$ cat config.mk
export PLATFORM = sky130hd
export DESIGN_NAME = bundler_seq
export DESIGN_NICKNAME = d
export VERILOG_FILES = /design/src/rtl/hdc_pkg.sv /design/src/rtl/bseq_watchdog.sv /design/src/rtl/bundler_seq.sv
export SDC_FILE = /design/constraint.sdc
export NUM_CORES = 1
export LEC_CHECK = 0
export CAP_MARGIN = 20
export CORE_MARGIN = 1
export CORE_UTILIZATION = 35
export DETAILED_ROUTE_END_ITERATION = 10
export PLACE_DENSITY = 0.7
export SLEW_MARGIN = 20
export SYNTH_ARGS = -nofsm -noshare
export SYNTH_HDL_FRONTEND = slang
export SYNTH_SLANG_ARGS = --single-unit
$ cat constraint.sdc
create_clock -name clk -period 4.95 [get_ports clk]
set_input_delay 0.99 -clock clk [delete_from_list [all_inputs] [get_ports clk]]
set_output_delay 0.99 -clock clk [all_outputs]
set_load 0.01 [all_outputs]
$ cat src/rtl/hdc_pkg.sv
// Shared types and helpers for the HDC encoder datapath.
// Holds the bundler-sequencer state encoding and the chunk address width helper.
package hdc_pkg;

    typedef enum logic [2:0] {
        StIdle,
        StFetch,
        StLoad,
        StIssue,
        StWait,
        StWrite,
        StFin
    } bseq_state_t;

    // Width of a chunk index; never narrower than one bit.
    function automatic int unsigned chunk_aw(input int unsigned dim, input int unsigned par_bits);
        int unsigned n;
        n = dim / par_bits;
        return (n > 1) ? $clog2(n) : 1;
    endfunction

endpackage

$ cat src/rtl/bseq_watchdog.sv
// Loadable down-counter bounding how long the sequencer waits on the bundler.
// The expiry flag marks the last permitted wait cycle.
module bseq_watchdog #(
    parameter int unsigned TIMEOUT = 64
) (
    input  logic clk,
    input  logic nrst,
    input  logic load,
    input  logic dec,
    output logic expired
);

    localparam int unsigned CntW = $clog2(TIMEOUT + 1);

    logic [CntW-1:0] count_q;

    always_ff @(posedge clk or negedge nrst) begin
        if (!nrst) begin
            count_q <= '0;
        end else if (load) begin
            count_q <= CntW'(TIMEOUT);
        end else if (dec && (count_q != '0)) begin
            count_q <= count_q - 1'b1;
        end
    end

    // Count holds 1 during the TIMEOUT-th wait cycle.
    assign expired = (count_q == CntW'(1));

endmodule

$ cat src/rtl/bundler_seq.sv
// Walks a full hypervector chunk by chunk: fetch, load the bundler, wait for it,
// write the bundled chunk back. All outputs are registered.
module bundler_seq
    import hdc_pkg::*;
#(
    parameter int unsigned DIM      = 1024,
    parameter int unsigned NUM_HVS  = 6,
    parameter int unsigned PAR_BITS = 2,
    parameter int unsigned TIMEOUT  = 64,
    localparam int unsigned CW      = chunk_aw(DIM, PAR_BITS)
) (
    input  logic                               clk,
    input  logic                               nrst,
    input  logic                               start,
    input  logic                               abort,
    output logic                               busy,
    output logic                               done,
    output logic                               error,
    output logic                               rd_en,
    output logic [CW-1:0]                      rd_addr,
    input  logic [NUM_HVS-1:0][PAR_BITS-1:0]   rd_bits,
    input  logic [PAR_BITS-1:0]                rd_ties_1,
    input  logic [PAR_BITS-1:0]                rd_ties_2,
    output logic                               wr_en,
    output logic [CW-1:0]                      wr_addr,
    output logic [PAR_BITS-1:0]                wr_data,
    output logic                               bb_en,
    output logic [NUM_HVS-1:0][PAR_BITS-1:0]   bb_bits,
    output logic [PAR_BITS-1:0]                bb_ties_1,
    output logic [PAR_BITS-1:0]                bb_ties_2,
    input  logic                               bb_done,
    input  logic [PAR_BITS-1:0]                bb_out_bits
);

    if (DIM % PAR_BITS != 0) begin : g_dim_check
        $error("bundler_seq: DIM must be a multiple of PAR_BITS");
    end

    localparam logic [CW-1:0] LastIdx = CW'(DIM / PAR_BITS - 1);

    bseq_state_t   state;
    logic [CW-1:0] idx;
    logic          wd_expired;

    bseq_watchdog #(
        .TIMEOUT (TIMEOUT)
    ) u_watchdog (
        .clk     (clk),
        .nrst    (nrst),
        .load    (state == StIssue),
        .dec     (state == StWait),
        .expired (wd_expired)
    );

    // Outputs are set on the edge that enters the state they belong to.
    always_ff @(posedge clk or negedge nrst) begin
        if (!nrst) begin
            state     <= StIdle;
            idx       <= '0;
            busy      <= 1'b0;
            done      <= 1'b0;
            error     <= 1'b0;
            rd_en     <= 1'b0;
            rd_addr   <= '0;
            wr_en     <= 1'b0;
            wr_addr   <= '0;
            wr_data   <= '0;
            bb_en     <= 1'b0;
            bb_bits   <= '0;
            bb_ties_1 <= '0;
            bb_ties_2 <= '0;
        end else begin
            rd_en <= 1'b0;
            bb_en <= 1'b0;
            wr_en <= 1'b0;
            done  <= 1'b0;
            if ((state != StIdle) && abort) begin
                state <= StIdle;
                busy  <= 1'b0;
            end else begin
                unique case (state)
                    StIdle: begin
                        if (start) begin
                            state   <= StFetch;
                            idx     <= '0;
                            rd_addr <= '0;
                            rd_en   <= 1'b1;
                            busy    <= 1'b1;
                            error   <= 1'b0;
                        end
                    end
                    StFetch: state <= StLoad;
                    StLoad: begin
                        bb_bits   <= rd_bits;
                        bb_ties_1 <= rd_ties_1;
                        bb_ties_2 <= rd_ties_2;
                        bb_en     <= 1'b1;
                        state     <= StIssue;
                    end
                    StIssue: state <= StWait;
                    StWait: begin
                        if (bb_done) begin
                            wr_data <= bb_out_bits;
                            wr_addr <= idx;
                            wr_en   <= 1'b1;
                            state   <= StWrite;
                        end else if (wd_expired) begin
                            error <= 1'b1;
                            busy  <= 1'b0;
                            state <= StIdle;
                        end
                    end
                    StWrite: begin
                        if (idx == LastIdx) begin
                            done  <= 1'b1;
                            state <= StFin;
                        end else begin
                            idx     <= idx + 1'b1;
                            rd_addr <= idx + 1'b1;
                            rd_en   <= 1'b1;
                            state   <= StFetch;
                        end
                    end
                    StFin: begin
                        busy  <= 1'b0;
                        state <= StIdle;
                    end
                    default: begin
                        busy  <= 1'b0;
                        state <= StIdle;
                    end
                endcase
            end
        end
    end

endmodule

==> results of run 1 <==
[routing by layer]
metal | up-vias | GRT usage | routed length [um]
li1 | 808 | - | -
met5 | - | 0 | 0
met2 | 60 | 0.220 | 2140
met4 | 0 | 0.0455 | 42
met3 | 6 | 0.0356 | 243
met1 | 829 | 0.177 | 2150
[state kept, by name (all words and copies together) (netlist names), 2 cells and up]
signal and count:
wr_data 2, wr_addr 9, state 3, bb_ties_2 2, u_watchdog.count_q 7, idx 9
bb_bits 12, bb_ties_1 2
[layout by cell type, fill, tap and decap left out, types with 5 or more instances in the layout]
master,n
sky130_fd_sc_hd__dfrtp_1,52
sky130_fd_sc_hd__nand2_1,12
sky130_fd_sc_hd__mux2i_1,5
sky130_fd_sc_hd__clkbuf_8,6
sky130_fd_sc_hd__xor2_1,6
sky130_fd_sc_hd__a21oi_1,6
sky130_fd_sc_hd__nor2_1,13
sky130_fd_sc_hd__inv_1,5
sky130_fd_sc_hd__clkdlybuf4s50_1,63
sky130_fd_sc_hd__mux2_2,30
sky130_fd_sc_hd__ha_1,5
sky130_fd_sc_hd__and3_1,5
[power by group through the flow]
stage	Combinational [mW]	Sequential, mW	Clock [mW]
after CTS	0.545	0.659	0.262
after global routing	0.588	0.677	0.276
after floorplan	0.327	0.654	0
final	0.537	0.657	0.249
after detailed placement	0.543	0.663	0
after global placement	0.536	0.662	0
[kinds of logic (layout without fill, tap and decap cells)]
group	Yosys count	count (layout)
AND/OR/NAND/NOR	60	60
buffers and inverters	13	78
multiplexers	35	35
AO/OA/AOI/OAI	20	20
adder cells (fa/ha/maj)	5	5
flip-flops	52	52
XOR/XNOR	7	7
[synthesized netlist by cell type (all sizes together), types with 2 or more instances]
| library cell | number | area (sq um) |
|---|---|---|
| nand3 | 3 | 20.0 |
| o21ai | 3 | 15.0 |
| nand2 | 12 | 45.0 |
| mux2 | 30 | 338 |
| mux2i | 5 | 50.1 |
| a21oi | 7 | 46.3 |
| xor2 | 6 | 52.6 |
| buf | 5 | 46.3 |
| ha | 5 | 62.6 |
| inv | 5 | 18.8 |
| nor3 | 6 | 52.6 |
| dfrtp | 52 | 1300 |
| nor3b | 3 | 32.5 |
| nor2 | 14 | 55.1 |
| nand3b | 3 | 26.3 |
| clkbuf | 3 | 31.3 |
| nand2b | 3 | 26.3 |
| o2111ai | 3 | 26.3 |
| and3 | 5 | 31.3 |
| a211o | 2 | 17.5 |
[through the flow]
| stage | hold slack [ns] | worst slack [ns] | cell area, sq um |
|---|---|---|---|
| 3_3_place_gp | 0.469 | 1.99 | 3140 |
| 2_1_floorplan | 0.498 | 2.73 | 2450 |
| 5_1_grt | 0.513 | 2.21 | 3230 |
| 6_report | 0.495 | 2.31 | 3230 |
| 4_1_cts | 0.496 | 2.29 | 3230 |
| 3_5_place_dp | 0.473 | 1.95 | 3140 |
[path summary, 6_finish.rpt]
kind | endpoint | slack, ns | depth (start not counted)
max | bb_bits[11] | 2.31 | 4
max in group asynchronous | bb_bits[11] | 3.73 | 2
max reg2reg | idx[8] | 2.53 | 8
min reg2reg | busy | 0.49 | 1
min in group asynchronous | wr_addr[5] | 0.79 | 2
min | busy | 0.49 | 1
[cell type report]
cell class	instances	area, sq um	area share
inverter	5	18.8	0.00580
clock buffer	6	82.6	0.0255
sequential	52	1300	0.402
clock inverter	2	10.0	0.00310
timing repair buffer	65	643	0.199
multi-input combinational	127	1060	0.327
tap	96	120	0.0372
==> results.py, run 1 <==
metrics = {
    "worst_setup_path": {
        "critical_path_class": "input pin to flip-flop",
        "startpoint": "abort",
        "worstReg2RegStart": "idx[0]",
        "cp-start-kind": "input pin",
        "cp_num_buf_inv": 1,
        "cp_data_arrival_time_ns": 2.83,
        "critical_path.max_stage_delay_ns": 0.62,
        "critPathRequiredTime_ns": 5.14,
        "critical_path.slowest_cell": "sky130_fd_sc_hd__nor3_4",
        "critical_path.top_delay_family": "simple AND/OR/NAND/NOR gates",
        "crit_end_category": "flip-flop",
        "timing.critical_path.cells": "clkdlybuf4s50_1 > nand2b_4 > nor3_4 > mux2_2",
        "cp_max_fo": 17,
    },
    "sta": {
        "min_period_ns": 2.64,
        "min_period_over_period": 0.534,
        "unrepaired_setup_endpoints_after_global_routing": "false",
        "setup-violations-final": 0,
        "final_hold_viol_count": 0,
        "final.setup.tns_ns": 0,
        "slew_headroom": 0.469,
        "timing_worst_slew_pin_value_ns": 0.794,
        "max_clock_freq_mhz": 379,
        "report.final.slew_viol_count": 0,
        "skew_ns": 0.00626,
    },
    "synth": {
        "total_standard_cell_area_after_synthesis_sq_um": 2450,
        "synth_xor_xnor_area_share": 0.0250,
        "post_synth_num_cell_types": 47,
        "synth_net_count": 220,
        "syn_avg_cell_area_sq_um": 12.8,
        "synth_fa_ha_area_frac": 0.0255,
        "synth_mux_area_frac": 0.158,
        "async_flop_share": 1.00,
        "count_of_flip_flops_with_a_built_in_enable_after_synthesis": 0,
        "synth_sequential_area_ratio": 0.530,
        "synth_simple_gate_area_frac": 0.163,
        "synth_cells": 192,
        "synth_top_family_by_area": "simple AND/OR/NAND/NOR gates",
        "synth_top_flop_cell": "sky130_fd_sc_hd__dfrtp_1",
        "ys_warn_count": 0,
        "synth_compound_gate_area_share": 0.0596,
        "synth_seq_cells": 52,
    },
    "power": {
        "p_per_area_nw_per_um2": 446,
        "comb_power_share": 0.372,
        "peakVddDrop_mv": 0.296,
        "power.total_mw": 1.44,
        "clock_power_share": 0.173,
        "sequentialPowerShare": 0.455,
        "intPower_uw": 968,
        "power.switching_uw": 475,
        "sw_frac": 0.329,
        "p_leak_nw": 1.44,
    },
    "clocking": {
        "holdBufCountCts": 0,
        "cts_tree": "yes",
        "clk_pin_slew_ns": 0.09,
        "post-cts-setup-buffer-count": 0,
        "clock_path_buffers": 2,
        "cts_resized": 0,
        "cts_root_buffer": "sky130_fd_sc_hd__clkbuf_8",
        "numClockSinks": 52,
        "htree_num_levels": 2,
        "cts_inserted_buffers": 5,
        "clock_insertion_delay_worst_skew_ns": 0.30,
    },
    "global_routing": {
        "first_pass_grt_wire_length_um": 7790,
        "first_global_vias": 1682,
        "antenna_found_initial": 0,
        "pin_count_of_the_biggest_net_entering_global_routing": 53,
        "grt-ovfl-total": 0,
        "groute.usage.overall": 0.136,
    },
    "drt": {
        "routed-via-count": 1703,
        "route.antenna.remaining_nets": 0,
        "post-route-drc-count": 0,
        "per_cell_routed_wire_length_um": 13.0,
        "via_per_inst": 4.82,
        "finalWirelength_um": 4580,
        "drt_iter0_markers": 60,
        "detailedRoute.firstPassIterationCount": 4,
    },
    "layout": {
        "num-nets-final": 284,
        "flow.area_growth_from_synthesis_pct": 31.7,
        "n_fill_cell": 650,
        "share_of_final_layout_standard_cells_stronger_than_drive_strength_1": 0.210,
        "inserted_diodes": 0,
        "post_layout_nonfiller_instances": 353,
        "finish.utilization": 0.476,
    },
    "floorplanning": {
        "row_count": 30,
        "initial_utilization": 0.361,
        "core_region_area_sq_um": 6790,
        "die_area_sq_um": 7350,
        "floorplan.io_pins": 65,
        "die_y_um": 85.8,
        "dieWidth_um": 85.8,
    },
    "placed_design": {
        "dp.cells": 345,
        "dp_hpwl_um": 3180,
        "globalplace.congestion": 0.839,
        "io_port_bufs": 64,
    },
    "run_status": {
        "outcome": "complete, no violations",
    },
    "flow_run": {
        "timing.max_cap.violations": 0,
    },
    "min_path": {
        "hold_path.startpoint": "busy",
        "worst_hold_path_type": "flip-flop to flip-flop",
    },
}
No activity file was read; power rests on OpenSTA's default activity.
==> run 2: changes to the inputs <==
--- a/config.mk
+++ b/config.mk
@@ -9,7 +9,7 @@
 export CORE_MARGIN = 1
 export CORE_UTILIZATION = 35
 export DETAILED_ROUTE_END_ITERATION = 10
-export PLACE_DENSITY = 0.7
+export PLACE_DENSITY = 0.72
 export SLEW_MARGIN = 20
 export SYNTH_ARGS = -nofsm -noshare
 export SYNTH_HDL_FRONTEND = slang
==> constraint.sdc (replaced) <==
create_clock -name clk -period 2.16 [get_ports clk]
set_input_delay 0.432 -clock clk [delete_from_list [all_inputs] [get_ports clk]]
set_output_delay 0.432 -clock clk [all_outputs]
set_load 0.01 [all_outputs]
==> results.py, run 2 (synthesis gave the netlist of run 1 again) <==
metrics = {
    "flow_run": {
        "timing.max_cap.violations": 0,
    },
    "min_path": {
        "worst_hold_path_type": "input pin to async pin",
    },
    "layout": {
        "top_register": "bb_bits",
        "area_taken_by_flip_flops_and_latches_sq_um": 1300,
        "n_fill_cell": 626,
        "largest_register_ff_count": 12,
        "mostFrequentLayoutCell": "sky130_fd_sc_hd__clkdlybuf4s50_1",
        "biggestRegsByFlops": "bb_bits: 12 flops, idx: 9 flops, wr_addr: 9 flops",
        "flow.area_growth_from_synthesis_pct": 40.1,
        "share_of_final_layout_standard_cells_stronger_than_drive_strength_1": 0.284,
        "post_layout_nonfiller_instances": 371,
        "num-nets-final": 302,
        "inserted_diodes": 0,
        "layout_common_cells": "63 x sky130_fd_sc_hd__clkdlybuf4s50_1, 52 x sky130_fd_sc_hd__dfrtp_1, 27 x sky130_fd_sc_hd__mux2_2, 17 x sky130_fd_sc_hd__buf_4",
        "area_used_by_multi_input_combinational_logic_sq_um": 1100,
    },
    "clocking": {
        "cts_root_buffer": "sky130_fd_sc_hd__clkbuf_8",
        "cts_tree": "yes",
        "cts_inserted_buffers": 5,
        "holdBufCountCts": 0,
        "clock_insertion_delay_worst_skew_ns": 0.31,
        "clock_path_buffers": 2,
        "numClockSinks": 52,
        "clk_pin_slew_ns": 0.10,
        "htree_num_levels": 2,
    },
    "worst_setup_path": {
        "critical_path.top_delay_family": "simple AND/OR/NAND/NOR gates",
        "critical_path.slowest_cell": "sky130_fd_sc_hd__dfrtp_1",
        "cp_data_arrival_time_ns": 2.25,
        "critPathRequiredTime_ns": 2.36,
        "cp_max_fo": 4,
        "worst-r2r-cell-count": 8,
        "crit_end_category": "flip-flop",
        "timing.critical_path.cells": "ha_2 > and2_4 > and3_4 > ha_4 > and4bb_2 > nor2_2 > nor2_4 > mux2_4",
        "r2r-end": "idx[0]",
        "critical_path.max_stage_delay_ns": 0.39,
        "regToRegSetupSlack_ns": 0.11,
        "cp-start-kind": "flip-flop",
        "cp_num_buf_inv": 0,
        "critical_path_class": "flip-flop to flip-flop",
        "worstReg2RegStart": "idx[0]",
    },
    "sta": {
        "skew_ns": 0.0101,
        "hold_slack_ns": 0.0673,
        "slew_headroom": 0.607,
        "max_clock_freq_mhz": 487,
        "final_hold_viol_count": 0,
        "min_period_over_period": 0.951,
        "report.final.slew_viol_count": 0,
        "setup-violations-final": 0,
        "min_period_ns": 2.05,
        "timing_worst_slew_pin_value_ns": 0.590,
        "unrepaired_setup_endpoints_after_global_routing": "false",
    },
    "global_routing": {
        "met1_global_route_usage": 0.172,
        "grt-ovfl-total": 0,
        "pin_count_of_the_biggest_net_entering_global_routing": 34,
        "groute.usage.overall": 0.143,
        "use_met3": 0.0452,
        "gr-max-usage-layer": "met2",
        "first_global_vias": 1787,
        "gr_util_met2": 0.244,
        "first_pass_grt_wire_length_um": 8280,
        "antenna_found_initial": 0,
    },
    "power": {
        "power.total_mw": 3.42,
        "p_per_area_nw_per_um2": 995,
        "peakVddDrop_mv": 0.614,
        "p_leak_nw": 1.53,
    },
    "drt": {
        "finalWirelength_um": 4950,
        "via_per_inst": 4.80,
        "post-route-drc-count": 0,
        "per_cell_routed_wire_length_um": 13.3,
        "route.antenna.remaining_nets": 0,
        "detailedRoute.firstPassIterationCount": 4,
        "routed-via-count": 1780,
        "drt_iter0_markers": 75,
    },
    "floorplanning": {
        "dieWidth_um": 85.8,
        "die_y_um": 85.8,
        "die_area_sq_um": 7350,
        "row_count": 30,
        "floorplan.io_pins": 65,
        "initial_utilization": 0.361,
        "core_region_area_sq_um": 6790,
    },
    "placed_design": {
        "globalplace.congestion": 0.784,
        "io_port_bufs": 64,
        "dp_hpwl_um": 3600,
        "dp.cells": 361,
    },
    "run_status": {
        "outcome": "complete, no violations",
    },
}
==> run 2: changes by cell type in the layout (fill, tap and decap cells not counted), moves of 2 or more <==
cell                         previous run  this run
sky130_fd_sc_hd__buf_4                  1        17
sky130_fd_sc_hd__mux2_2                30        27
sky130_fd_sc_hd__mux2_4                 0         3
sky130_fd_sc_hd__buf_12                 0         2
sky130_fd_sc_hd__clkinv_2               2         0
sky130_fd_sc_hd__clkinvlp_4             0         2
sky130_fd_sc_hd__ha_1                   5         3
==> run 2: through the flow <==
step	instance area, sq um	worst slack, ns	util	setup TNS (ns)
2_1_floorplan	2460	-0.00761	-	-0.0228
3_3_place_gp	3290	0.0822	0.484	0
3_5_place_dp	3290	-0.000805	0.484	-0.000805
4_1_cts	3400	0.00681	0.500	0
5_1_grt	3440	0.0375	0.506	0
6_report	3440	0.105	0.506	0
==> run 2: metal layers <==
layer	vias to the layer above	part of all wire
li1	840	-
met1	890	0.43
met2	43	0.50
met3	7	0.054
met4	0	0.011
met5	-	0
==> run 2: final cells by class <==
| type | count | share of cell area |
|---|---|---|
| clock buffer | 6 | 0.0240 |
| clock inverter | 2 | 0.00437 |
| inverter | 5 | 0.00546 |
| multi-input combinational | 127 | 0.319 |
| sequential | 52 | 0.378 |
| tap | 96 | 0.0349 |
| timing repair buffer | 83 | 0.234 |
==> run 2: repair_timing <==
item / CTS / global route
endpoints found under the setup margin: 3 / 5
resized for setup: 0 / 8
pin swaps: 1 / 3
setup buffers: 1 / 1
==> run 2: worst max path at each step <==
stage | from | end | slack, ns | cells after the start
finish | idx[0] | idx[0] | 0.11 | 8
global route | idx[0] | idx[0] | 0.04 | 8
CTS | idx[1] | idx[1] | 0.007 | 8
detailed placement | idx[1] | idx[1] | -0.0008 | 8
global placement | idx[1] | idx[8] | 0.08 | 8
floorplan | idx[0] | idx[0] | -0.008 | 8
==> run 2: where the power goes <==
group	leakage, nW	internal (mW)	switching, mW
sequential	0.681	1.23	0.239
clock	0.0434	0.260	0.333
combinational	0.808	0.807	0.559
==> run 2: worst reg2reg max path, delay by kind of cell (launching register included) <==
kind	cells	cell delay, ns
mux	1	0.32
simple gates	5	0.90
fa+ha+maj	2	0.35
flops	1	0.39
